$ cat config.mk
export PLATFORM = sky130hd
export DESIGN_NAME = sbtx_link_ctrl
export DESIGN_NICKNAME = d
export VERILOG_FILES = /design/src/rtl/sbtx_link_ctrl.sv
export SDC_FILE = /design/constraint.sdc
export NUM_CORES = 1
export LEC_CHECK = 0
export CAP_MARGIN = 20
export CORE_ASPECT_RATIO = 1.5
export CORE_MARGIN = 5
export CORE_UTILIZATION = 61
export DETAILED_ROUTE_END_ITERATION = 10
export PLACE_DENSITY = 0.87
export SKIP_LAST_GASP = 1
export SLEW_MARGIN = 20
export SYNTH_ARGS = -nofsm -noshare
export SYNTH_HDL_FRONTEND = slang
export SYNTH_SLANG_ARGS = --single-unit
export TNS_END_PERCENT = 10
$ cat constraint.sdc
create_clock -name sb_clk -period 2.81 [get_ports sb_clk]
set_input_delay 0.562 -clock sb_clk [delete_from_list [all_inputs] [get_ports sb_clk]]
set_output_delay 0.562 -clock sb_clk [all_outputs]
set_load 0.005 [all_outputs]
$ cat src/rtl/sbtx_link_ctrl.sv
// Sideband transmit-side connection controller.
// Holds SBTX low for the disconnect minimum, then drives it high and
// qualifies the partner's SBRX response. Reports connect, partner
// disconnect and connect timeout to the logical-layer FSM.
module sbtx_link_ctrl #(
  parameter int unsigned TDISCONNECT_TX   = 50,
  parameter int unsigned TCONNECT_RX      = 25,
  parameter int unsigned TDISCONNECT_RX   = 14,
  parameter int unsigned TCONNECT_TIMEOUT = 1000
) (
  input  logic       sb_clk,
  input  logic       rst,
  input  logic       connect_en,
  input  logic       disconnect_req,
  input  logic       disable_req,
  input  logic       sbrx,
  output logic       sbtx,
  output logic       link_connected,
  output logic       tdisconnect_tx_done,
  output logic       connect_timeout,
  output logic       partner_disconnect,
  output logic [1:0] state
);

  typedef enum logic [1:0] {
    ST_DISC      = 2'd0,
    ST_CONN_TX   = 2'd1,
    ST_CONNECTED = 2'd2,
    ST_DISABLED  = 2'd3
  } state_e;

  // Counter limits, pre-computed as 16-bit values. The "_LAST" constants
  // are the count already held when the qualifying sample arrives.
  localparam logic [15:0] TX_MAX   = 16'(TDISCONNECT_TX);
  localparam logic [15:0] CRX_LAST = 16'(TCONNECT_RX - 1);
  localparam logic [15:0] DRX_LAST = 16'(TDISCONNECT_RX - 1);
  localparam logic [15:0] TO_LAST  = 16'(TCONNECT_TIMEOUT - 1);
  localparam logic [15:0] CNT_MAX  = 16'hFFFF;

  state_e      state_q, state_d;
  logic [15:0] tx_cnt_q, tx_cnt_d;
  logic [15:0] rx_cnt_q, rx_cnt_d;
  logic [15:0] to_cnt_q, to_cnt_d;
  logic        connect_timeout_q, connect_timeout_d;
  logic        partner_disconnect_q, partner_disconnect_d;

  // Saturating increment: never wraps past lim.
  function automatic logic [15:0] sat_inc(input logic [15:0] v, input logic [15:0] lim);
    logic [15:0] r;
    if (v >= lim) begin
      r = lim;
    end else begin
      r = v + 16'd1;
    end
    return r;
  endfunction

  // Next-state and counter logic: state rules first, then request overrides.
  always_comb begin
    state_d              = state_q;
    tx_cnt_d             = tx_cnt_q;
    rx_cnt_d             = rx_cnt_q;
    to_cnt_d             = to_cnt_q;
    connect_timeout_d    = 1'b0;
    partner_disconnect_d = 1'b0;

    case (state_q)
      ST_DISC: begin
        tx_cnt_d = sat_inc(tx_cnt_q, TX_MAX);
        if ((tx_cnt_q == TX_MAX) && connect_en) begin
          state_d = ST_CONN_TX;
        end else begin
          state_d = ST_DISC;
        end
      end
      ST_CONN_TX: begin
        to_cnt_d = sat_inc(to_cnt_q, CNT_MAX);
        if (sbrx) begin
          rx_cnt_d = sat_inc(rx_cnt_q, CNT_MAX);
        end else begin
          rx_cnt_d = 16'd0;
        end
        // Qualification beats a coincident timeout.
        if (sbrx && (rx_cnt_q == CRX_LAST)) begin
          state_d = ST_CONNECTED;
        end else if (to_cnt_q == TO_LAST) begin
          state_d           = ST_DISC;
          connect_timeout_d = 1'b1;
        end else begin
          state_d = ST_CONN_TX;
        end
      end
      ST_CONNECTED: begin
        if (!sbrx) begin
          rx_cnt_d = sat_inc(rx_cnt_q, CNT_MAX);
        end else begin
          rx_cnt_d = 16'd0;
        end
        if (!sbrx && (rx_cnt_q == DRX_LAST)) begin
          state_d              = ST_DISC;
          partner_disconnect_d = 1'b1;
        end else begin
          state_d = ST_CONNECTED;
        end
      end
      ST_DISABLED: begin
        state_d = ST_DISC;
      end
      default: begin
        state_d = ST_DISC;
      end
    endcase

    // disable_req outranks disconnect_req; only disable suppresses pulses.
    if (disable_req) begin
      state_d              = ST_DISABLED;
      connect_timeout_d    = 1'b0;
      partner_disconnect_d = 1'b0;
    end else if (disconnect_req) begin
      state_d = ST_DISC;
    end else begin
      state_d = state_d;
    end

    // Any state entry (including a DISC restart) starts all counts afresh.
    if ((state_d != state_q) || disable_req || disconnect_req) begin
      tx_cnt_d = 16'd0;
      rx_cnt_d = 16'd0;
      to_cnt_d = 16'd0;
    end else begin
      tx_cnt_d = tx_cnt_d;
    end
  end

  // State, counter and pulse registers with asynchronous reset.
  always_ff @(posedge sb_clk or posedge rst) begin
    if (rst) begin
      state_q              <= ST_DISC;
      tx_cnt_q             <= 16'd0;
      rx_cnt_q             <= 16'd0;
      to_cnt_q             <= 16'd0;
      connect_timeout_q    <= 1'b0;
      partner_disconnect_q <= 1'b0;
    end else begin
      state_q              <= state_d;
      tx_cnt_q             <= tx_cnt_d;
      rx_cnt_q             <= rx_cnt_d;
      to_cnt_q             <= to_cnt_d;
      connect_timeout_q    <= connect_timeout_d;
      partner_disconnect_q <= partner_disconnect_d;
    end
  end

  // Level outputs decode from registered state so they move with it.
  always_comb begin
    sbtx                = (state_q == ST_CONN_TX) || (state_q == ST_CONNECTED);
    link_connected      = (state_q == ST_CONNECTED);
    tdisconnect_tx_done = (state_q == ST_DISC) && (tx_cnt_q == TX_MAX);
    state               = state_q;
    connect_timeout     = connect_timeout_q;
    partner_disconnect  = partner_disconnect_q;
  end

endmodule

==> run_results.csv <==
group,metric,value,unit
place,io_buffers,12,
clock_network,cts.path.max_buffers,2,
floorplan,die-height,102,µm
global_routing,grt.total_usage,23.5,%
sta,worstMarginPinSlew,0.629,ns
power_and_ir_drop,peakVddDrop,0.000343,V
clock_network,root_buffer,"clkbuf_8",
floorplan,start_util,63.1,%
logic_synthesis,synth_area_leaders,"dfrtp_1 38%, nor4_1 5.8%, nor4_2 4.7%",
routing,firstDrtPassIters,5,
power_and_ir_drop,p_int,0.989,mW
worst_setup_path,r2r-start,"state[1]",
logic_synthesis,synth_edf_count,0,
power_and_ir_drop,power_density,367,nW/µm²
status,status,"finished clean",
clock_network,cts.htree.levels,2,
clock_network,cts_sinks,52,
finish,multi_input_area,2030,µm²
global_routing,use_met3,2.95,%
worst_setup_path,worst_setup_path_start_kind,"flop",
global_routing,overflow,0,
logic_synthesis,synth_cells,380,
global_routing,grt.busiest_layer,"met2",
logic_synthesis,ys_ff_latch,52,
clock_network,cts_made_buffers,5,
worst_setup_path,crit_required,3.01,ns
routing,antenna_left,0,
sta,setup_tns,0,ns
place,dp_hpwl,5530,µm
logic_synthesis,async_flop_share,100,%
routing,routed_wirelength,7930,µm
logic_synthesis,yosys_most_used_dff,"dfrtp_1",
worst_setup_path,endpoint,"tx_cnt_q[5]",
clock_network,cts_tree,"yes",
finish,final_common_cell,"dfrtp_1",
sta,slew_headroom,58.0,%
run,maxCapViolations,0,
hold_path,min_path_type,"flop to flop",
sta,hold_viol,0,
sta,finalMaxSlewViolations,0,
sta,fmax,401,MHz
global_routing,grt_pass1_vias,2876,
logic_synthesis,ys_types,55,
clock_network,cts_setup_buffers,0,
routing,post_drt_via_cell_ratio,6.80,
global_routing,grt_use_met2,40.5,%
logic_synthesis,yosys_warnings,0,
logic_synthesis,yosysTopAreaCell,"dfrtp_1",
logic_synthesis,yosysSeqAreaShare,37.6,%
sta,fin_crit,2.49,ns
global_routing,grt_max_degree,53,
hold_path,worstHoldStart,"tx_cnt_q[13]",
floorplan,fp.dieW,71.5,µm
worst_setup_path,worstPathCellList,"inv_1 > ha_1 > inv_1 > a41o_1 > nor4bb_1 > a211oi_4 > buf_12 > a2111oi_2",
worst_setup_path,critPathMaxStageDelay,0.47,ns
worst_setup_path,critPathLaunch,"state[1]",
place,preCtsSetupSlack,0.124,ns
worst_setup_path,r2r-end,"tx_cnt_q[5]",
global_routing,grt_antenna_before_repair,0,
routing,drt_iter0_markers,125,
floorplan,num_rows,33,
floorplan,core,5490,µm²
finish,syn_to_final_growth,8.35,%
worst_setup_path,cp-end-kind,"flop",
clock_network,hold_buffers,0,
sta,setup_viol,0,
logic_synthesis,syn_avg_cell_area,9.11,µm²
worst_setup_path,worstSetupPathType,"flop to flop",
floorplan,ios,13,
worst_setup_path,crit_arrival,2.69,ns
worst_setup_path,worstRegToRegCells,8,
clock_network,insertion_delay,0.31,ns
sta,fin_skew,0.00909,ns
sta,setup_slack,0.316,ns
place,routabilityCongestion,0.984,
worst_setup_path,ff2ff_setup_slack,0.32,ns
logic_synthesis,synthesis.area,3460,µm²
routing,post_drt_wl_per_cell,17.4,µm
floorplan,dieArea,7320,µm²
logic_synthesis,netlist.area_leader.share,37.6,%
power_and_ir_drop,leakage,1.45,nW
power_and_ir_drop,seq_power_share,54.8,%
sta,finalCritPeriodShare,88.7,%
worst_setup_path,crit_fanout,35,
finish,layout-drive-gt1-share,11.7,%
power_and_ir_drop,power.total,1.38,mW
power_and_ir_drop,switching_share,28.1,%
worst_setup_path,cpMostUsedCell,"inv_1",
global_routing,gr-usage-met1,30.2,%
clock_network,clkTransAtPathRegs,0.09,ns
global_routing,grt_pass1_wl,13900,µm
power_and_ir_drop,pwr-share-comb,14.6,%
finish,nets,400,
finish,nFillCells,412,
finish,layout_common_cells,"52 x dfrtp_1, 30 x nand2_1, 29 x nor4_1, 24 x nand3_1, 19 x nor3_1",
routing,post-route-drc-count,0,
sta,rsz0062_at_grt,"no",
finish,antenna_cells,0,
logic_synthesis,synthesis.nets,396,
routing,via_count,3095,
power_and_ir_drop,p_sw,0.387,mW
finish,ff_latch_area,1300,µm²
power_and_ir_drop,pwr-share-clk,30.6,%
worst_setup_path,cpMaxStageDelayCell,"nor4bb_1",
-- flip-flops by register name, indices dropped and copies added (netlist names) --
register	flops
tx_cnt_q	16
rx_cnt_q	16
connect_timeout	1
state	2
partner_disconnect	1
to_cnt_q	16
-- power groups by stage --
stage / Clock (mW) / Sequential, mW / Combinational, mW
global route: 0.458 / 0.755 / 0.219
global placement: 0 / 0.769 / 0.194
detailed placement: 0 / 0.769 / 0.198
finish: 0.421 / 0.754 / 0.201
floorplan: 0 / 0.768 / 0.140
CTS: 0.431 / 0.754 / 0.198
-- synth_stat cells (2+ instances only) --
master and number:
buf_2 8, a22oi_1 4, nor3_1 19, mux2i_1 3, nand3b_1 2, inv_1 11
nor4_2 13, clkbuf_1 12, xor2_1 12, o31ai_1 3, nand4_1 16, and4_1 7
and2_1 4, nand2b_1 3, nor4_1 32, a31oi_1 4, buf_6 3, or2_2 2
xnor2_1 8, a21oi_1 10, dfrtp_1 52, nor2_1 18, nor4b_1 2, nand3_1 24
nand2_1 30, and3_1 5, a21o_1 7, ha_1 10, nor4bb_1 3, a41o_1 3
nor3b_1 3, o21ai_0 18, o22ai_1 7
-- layout make-up --
| type | count | area share (%) |
|---|---|---|
| multi-input cells | 293 | 54.1 |
| clock buffers | 6 | 1.93 |
| repair buffers | 21 | 5.40 |
| flip-flops and latches | 52 | 34.7 |
| well taps | 70 | 2.33 |
| clock inverters | 2 | 0.433 |
| inverters | 11 | 1.10 |
-- critical path: cells and delay by family (launching register included) --
| kind | cells | cell delay, ns |
|---|---|---|
| AO/OA/AOI/OAI | 3 | 0.65 |
| buffers and inverters | 3 | 0.49 |
| AND/OR/NAND/NOR | 1 | 0.47 |
| flip-flops | 1 | 0.43 |
| adder cells (fa/ha/maj) | 1 | 0.34 |
-- metrics by stage --
step                instances  instance area [µm²]  hold slack [ns]  util, %
floorplan                 380                 3460            0.521        -
global placement          447                 3640            0.545     66.3
detailed placement        447                 3640            0.551     66.3
CTS                       455                 3750            0.568     68.2
global route              455                 3750            0.613     68.3
finish                    455                 3750            0.576     68.3
-- repair_timing --
action,CTS,global route
pin swaps,0,1
cloned,0,0
gates resized for setup,3,2
setup endpoints to repair,1,1
-- how the worst min path moves through the flow --
stage          slack (ns)           end  cells past startpoint
2_1_floorplan        0.52  tx_cnt_q[13]                      2
3_3_place_gp         0.55  tx_cnt_q[13]                      2
3_5_place_dp         0.55  tx_cnt_q[13]                      2
4_1_cts              0.57  tx_cnt_q[13]                      2
5_1_grt              0.61  tx_cnt_q[13]                      2
6_report             0.58  tx_cnt_q[13]                      2
-- metal layers --
metal	routed length (µm)	part of all wire (%)
met5	0	0
met4	152	1.9
met3	389	4.9
met2	4160	52
met1	3240	41
-- kinds of logic (layout without fill, tap and decap cells) --
group	count (synthesis)	in the layout	share of synthesized area, %
AO/OA/AOI/OAI	69	69	13.6
buffers and inverters	35	40	4.84
adder cells (fa/ha/maj)	10	10	3.61
XOR/XNOR	20	20	5.06
multiplexers	3	3	0.867
flip-flops	52	52	37.6
AND/OR/NAND/NOR	191	191	34.4
No activity file was read; power rests on OpenSTA's default activity.
